**config.mk**
```make
export PLATFORM = sky130hd
export DESIGN_NAME = hazard_ctrl
export DESIGN_NICKNAME = d
export VERILOG_FILES = /design/src/rtl/hazard_ctrl.sv
export SDC_FILE = /design/constraint.sdc
export NUM_CORES = 1
export LEC_CHECK = 0
export ABC_AREA = 1
export ABC_CLOCK_PERIOD_IN_PS = 3100
export BUFFER_PORTS_ARGS = -buffer_cell sky130_fd_sc_hd__buf_2
export CAP_MARGIN = 10
export CORE_UTILIZATION = 45
export CTS_CLUSTER_DIAMETER = 100
export DETAILED_ROUTE_END_ITERATION = 8
export PLACE_DENSITY = 0.7
export SLEW_MARGIN = 0
export SYNTH_ARGS = -nofsm -noshare
export SYNTH_HDL_FRONTEND = slang
export SYNTH_SLANG_ARGS = --single-unit
```
**constraint.sdc**
```tcl
create_clock -name clk -period 3.1 [get_ports clk]
set_input_delay 0.155 -clock clk [delete_from_list [all_inputs] [get_ports clk]]
set_output_delay 0.155 -clock clk [all_outputs]
set_load 0.03 [all_outputs]
```
**src/rtl/hazard_ctrl.sv**
```systemverilog
// Pipeline sequencing controller: load-use and HI/LO hazard stalls, branch flushes,
// MUL/DIV occupancy tracking and a saturating stall-cycle counter.
module hazard_ctrl #(
  parameter int MD_LAT = 32,
  parameter int CNT_W  = 16
) (
  input  logic             clk,
  input  logic             rst,
  input  logic [4:0]       id_rs,
  input  logic [4:0]       id_rt,
  input  logic             id_use_rs,
  input  logic             id_use_rt,
  input  logic             id_md_op,
  input  logic             id_hilo_rd,
  input  logic             ex_memread,
  input  logic [4:0]       ex_wn,
  input  logic             branch_taken,
  output logic             pc_we,
  output logic             ifid_we,
  output logic             ifid_flush,
  output logic             idex_bubble,
  output logic             md_start,
  output logic             md_busy,
  output logic             md_done,
  output logic [CNT_W-1:0] stall_cnt
);

  typedef enum logic {IDLE, BUSY} md_state_t;

  md_state_t  state, state_nxt;
  logic [7:0] md_cnt, md_cnt_nxt;
  logic       lu, mdh;

  // ex_memread gates the whole term so an unused ex_wn can never create a stall.
  assign lu = ex_memread && (ex_wn != 5'd0) &&
              ((id_use_rs && (id_rs == ex_wn)) || (id_use_rt && (id_rt == ex_wn)));

  assign md_busy  = (state == BUSY);
  assign md_done  = md_busy && (md_cnt == 8'd0);
  assign mdh      = md_busy && (id_md_op || id_hilo_rd);
  assign md_start = id_md_op && !md_busy && !lu && !branch_taken;

  // NOTE: every output gets a default before the priority chain, so no path leaves
  // a signal unassigned and no latch is inferred.
  always_comb begin
    pc_we       = 1'b1;
    ifid_we     = 1'b1;
    ifid_flush  = 1'b0;
    idex_bubble = 1'b0;
    if (branch_taken) begin
      ifid_flush  = 1'b1;
      idex_bubble = 1'b1;
    end else if (lu || mdh) begin
      pc_we       = 1'b0;
      ifid_we     = 1'b0;
      idex_bubble = 1'b1;
    end
  end

  always_comb begin
    state_nxt  = state;
    md_cnt_nxt = md_cnt;
    case (state)
      IDLE: begin
        if (md_start) begin
          state_nxt  = BUSY;
          md_cnt_nxt = 8'(MD_LAT - 1);
        end
      end
      BUSY: begin
        if (md_cnt == 8'd0) state_nxt  = IDLE;
        else                md_cnt_nxt = md_cnt - 8'd1;
      end
      default: state_nxt = IDLE;
    endcase
  end

  // NOTE: state registers use non-blocking assignments so every flop samples the
  // pre-edge values regardless of statement order.
  always_ff @(posedge clk) begin
    if (rst) begin
      state     <= IDLE;
      md_cnt    <= 8'd0;
      stall_cnt <= '0;
    end else begin
      state  <= state_nxt;
      md_cnt <= md_cnt_nxt;
      if (!pc_we && (stall_cnt != {CNT_W{1'b1}}))
        stall_cnt <= stall_cnt + 1'b1;
    end
  end

endmodule

```
; After elaboration in Yosys (flattened, before gate mapping)
; Index checks and enable logic that the tools add are counted.
[totals]
word_cells = 42
mem_bits_rw = 0
out_inout_bits = 23
memories = 0
latchBits = 0
ff_bits = 25
rom_bits = 0
input_bits = 23
[classes]
shifts = 0
mux = 11
n_mul = 0
n_lt_le_gt_ge = 0
reduce_logical = 20
n_addsub = 2
n_div = 0
n_eq_ne = 5
bitwise = 1
[ops]
columns = cell, n
row1 = 16-bit by 1-bit adder with 16-bit output (second input constant), 1
row2 = 8-bit two-way mux, 2
row3 = 16-bit inequality test (second input constant), 1
row4 = 8-bit one-hot mux with 2 select lines, 1
row5 = 5-bit == test, 2
row6 = 1-bit logical AND, 10
row7 = 8-bit logical NOT, 1
row8 = 8-bit by 1-bit subtractor with 8-bit output (second input constant), 1
row9 = 1-bit two-way mux, 7
row10 = 5-bit nonzero test, 1
row11 = 1-bit logical NOT, 4
row12 = 2-bit inequality test (second input constant), 2
row13 = 1-bit logical OR, 3
row14 = 1-bit one-hot mux with 2 select lines, 1
row15 = 2-bit AND reduction, 1
row16 = 1-bit NOT, 1

; Logic depth before layout (Yosys ltp)
[depth]
word_depth = 9
mapped_depth = 13

; Least setup slack after synthesis
; OpenSTA, ideal clock, no wires.
[synth_path]
path_type = reg-to-reg
start = reg stall_cnt[1]
end = reg stall_cnt[13]
arrival_ns = 1.823
setup_ns = 0.132
path_slack_ns = 1.144
n_path_buf = 1
stages_incl_launch_ff = 10
cell_sequence = dfxtp_1 > ha_1 > nand2_1 > nor3_4 > nand2_2 > nor2_4 > nand3_4 > clkbuf_1 > nand4_1 > a21oi_1
[synth_between]
elab_chain_len = 2
[synth_rtl]
columns = item, line
row1 = from (decl), 25  ; output logic [CNT_W-1:0] stall_cnt
row2 = from (signal assigned), 89  ; stall_cnt <= stall_cnt + 1'b1;
row3 = branches (longest 2 deep; another with 16-bit by 1-bit adder with 16-bit output), -
; Several ways; the timed one is not identified.
; A chain may end at the register's enable or synchronous reset.

; Worst setup path in the final report
[layout_path]
start = reg stall_cnt[0]
end = reg stall_cnt[15]
; The elaborated chain is that of the path after synthesis.

==> run_results.csv <==
group,metric,value,unit
outcome,outcome,"finished, final reports clean",
detailed_routing,drc,0,
clocking,cts.sinks,25,
yosys,syn_avg_cell_area,6.25,um2
pwr,power-per-cell-area,348,nW/um2
sta,finalSetupViolations,0,
detailed_routing,routed_wl,3.75,mm
yosys,yosysMostFrequentCell,"nand2_1",
sta,timing.fmax,0.512,GHz
layout,antennaDiodeCount,0,
layout,drive_gt1_share,18.4,%
yosys,synth-edff-count,0,
detailed_routing,routedWlPerCell,10.3,um
layout,final_util,54.5,%
sta,worst_pin_slew,0.537,ns
yosys,synth_top_cell_area_share,29.1,%
worst_setup_path,crit_chain,"ha_1, nand2_1, nor3_4, nand2_2, nor2_4, nand3_4, nand3_4, nand2_1, a21oi_1",
worst_setup_path,critical_path_arrival,2.15,ns
placement,place_hpwl,2.79,mm
layout,fillers,379,
sta,fin_crit_sh,63.0,%
worst_hold_path,hold_class,"input pin to flip-flop",
pwr,post-layout-total-power,695,uW
worst_hold_path,hold_depth,2,
global_routing,grt_max_degree,21,
worst_setup_path,cp_slowest_cell,"dfxtp_1",
global_routing,grt_usage,20.1,%
sta,period_minus_slack,1.95,ns
yosys,syn-num-nets,301,
floorplanning,ioPinCount,46,
detailed_routing,viasPerCell,4.79,
floorplanning,die-area,4070,um2
yosys,synth_top_area_cell,"dfxtp_1",
clocking,post_cts.repair.setup_buffers,0,
yosys,synth-warning-count,0,
yosys,synth.distinct_cells,24,
worst_setup_path,crit_path_end_kind,"flip-flop",
detailed_routing,vias,1740,
sta,rsz0062_at_grt,"no",
yosys,ys_seq_elements,25,
yosys,netlist_instances,275,
worst_setup_path,critPathMaxFanout,17,
global_routing,first_global_vias,1576,
worst_setup_path,worst_setup_path_start_kind,"flip-flop",
floorplanning,fp.dieH,63.8,um
detailed_routing,postRouteAntennaNets,0,
worst_setup_path,crit_type,"flip-flop to flip-flop",
detailed_routing,drt_iter0_markers,90,
clocking,cts_max_level,1,
sta,fin_setup_tns,0,ns
clocking,tritoncts,"yes",
placement,place_congestion,0.865,
clocking,cts_root_buf,"clkbuf_8",
yosys,synth_top_flop_cell,"dfxtp_1",
sta,max_slew_margin,64.0,%
global_routing,antenna_found_initial,0,
clocking,cts_resized,0,
job,maxCapViolCount,0,
yosys,synth_area,1720,um2
yosys,ys_seq_area_share,29.1,%
clocking,max-clock-path-buffers,2,
clocking,cts_inserted_buffers,3,
yosys,netlist_top_cells_area,"dfxtp_1, nand2_1, xor2_1",
global_routing,grt_pass1_wl,6.77,mm
pwr,p_leak,0.000970,uW
worst_setup_path,crit_required,3.29,ns
floorplanning,start_util,47.0,%
worst_setup_path,cpPeakStageDelay,0.39,ns
clocking,insertion_delay,0.26,ns
clocking,clkTransAtPathRegs,0.09,ns
pwr,irDropWorstVdd,0.200,mV
floorplanning,die_x,63.8,um
layout,fin_nets,342,
layout,syn2layout_area_growth,16.1,%
floorplanning,row_count,22,
sta,hold_violations,0,
yosys,synthTopCellsByCount,"nand2_1, inv_1, nor2_1, dfxtp_1, a21oi_1",
detailed_routing,first_pass_iters,4,
sta,slew_viol_final,0,
worst_setup_path,r2r_cells,9,
floorplanning,core_area,3660,um2
sta,fin_skew,0.00585,ns
yosys,synthArstFlopShare,0,%
clocking,hold_buffers,0,
global_routing,overflow,0,
placement,port_buffers,45,
-- cell families (layout without fill, tap and decap cells) --
kind of cell	after synthesis	in the layout	synth area share (%)
AO/OA/AOI/OAI	25	25	7.28
XOR/XNOR	17	17	8.66
adder cells (fa/ha/maj)	3	3	2.18
buffers and inverters	44	84	10.8
flip-flops	25	25	29.1
AND/OR/NAND/NOR	161	161	42.0
-- per-layer routing --
layer | routed length (um) | track usage (%) | up-vias | share of wire [%]
met5 | 0 | 0 | - | 0
met4 | 34 | 4.83 | 0 | 0.91
met3 | 106 | 2.14 | 6 | 2.8
met2 | 1610 | 33.2 | 37 | 43
met1 | 2000 | 27.9 | 745 | 53
li1 | - | - | 952 | -
-- final timing paths --
path / from / endpoint / slack [ns]
setup / recovery: stall_cnt[0]$_SDFFE_PP0P_ / stall_cnt[15]$_SDFFE_PP0P_ / 1.15
hold / removal: rst / md_cnt[5]$_SDFFE_PP0P_ / 0.29
setup reg to reg: stall_cnt[0]$_SDFFE_PP0P_ / stall_cnt[15]$_SDFFE_PP0P_ / 1.15
hold reg to reg: md_cnt[1]$_SDFFE_PP0P_ / md_cnt[1]$_SDFFE_PP0P_ / 0.48
-- cell type report --
type                       count  area [um2]  share of cell area [%]
clock buffer                   4        45.0                    2.26
inverter                      35         131                    6.58
multi-input combinational    206        1030                    51.8
sequential                    25         500                    25.1
tap                           48        60.1                    3.01
timing repair buffer          45         225                    11.3
-- through the flow --
step,instances,hold WS [ns],area [um2],setup slack (ns)
after floorplan,275,0.346,1720,1.14
final,363,0.294,2000,1.15
after global placement,359,0.465,1950,1.24
after CTS,363,0.286,2000,1.15
after global routing,363,0.316,2000,0.877
after detailed placement,359,0.467,1950,1.17
-- cell usage in the layout, fill, tap and decap left out --
cell type / count
nand2_1: 93
buf_2: 45
inv_1: 30
nor2_1: 30
dfxtp_1: 25
a21oi_1: 22
nand4_1: 18
xor2_1: 13
nand3_1: 10
inv_2: 4
xnor2_1: 4
nor3_1: 3
ha_1: 3
clkbuf_8: 3
o21ai_0: 2
nand2_2: 2
nand3_4: 2
o21ai_1: 1
nor3b_1: 1
clkinv_1: 1
nor3_4: 1
nor2_4: 1
clkbuf_1: 1
-- state kept, by name, indices dropped and copies added, names as in the netlist --
register / cells
md_busy: 1
md_cnt: 8
stall_cnt: 16
-- critical path: cells and delay by family (launching register included) --
family | cells | cell delay [ns]
and+or+nand+nor | 7 | 1.15
DFF | 1 | 0.39
adders and majority gates | 1 | 0.20
AOI/OAI and AO/OA | 1 | 0.13
-- where the power goes --
part           internal (uW)  switching, uW  leakage [uW]
logic                   54.4            103      0.000744
registers                334           12.5      0.000203
clock network           91.8           99.3     0.0000228
No activity file was read; power rests on OpenSTA's default activity.
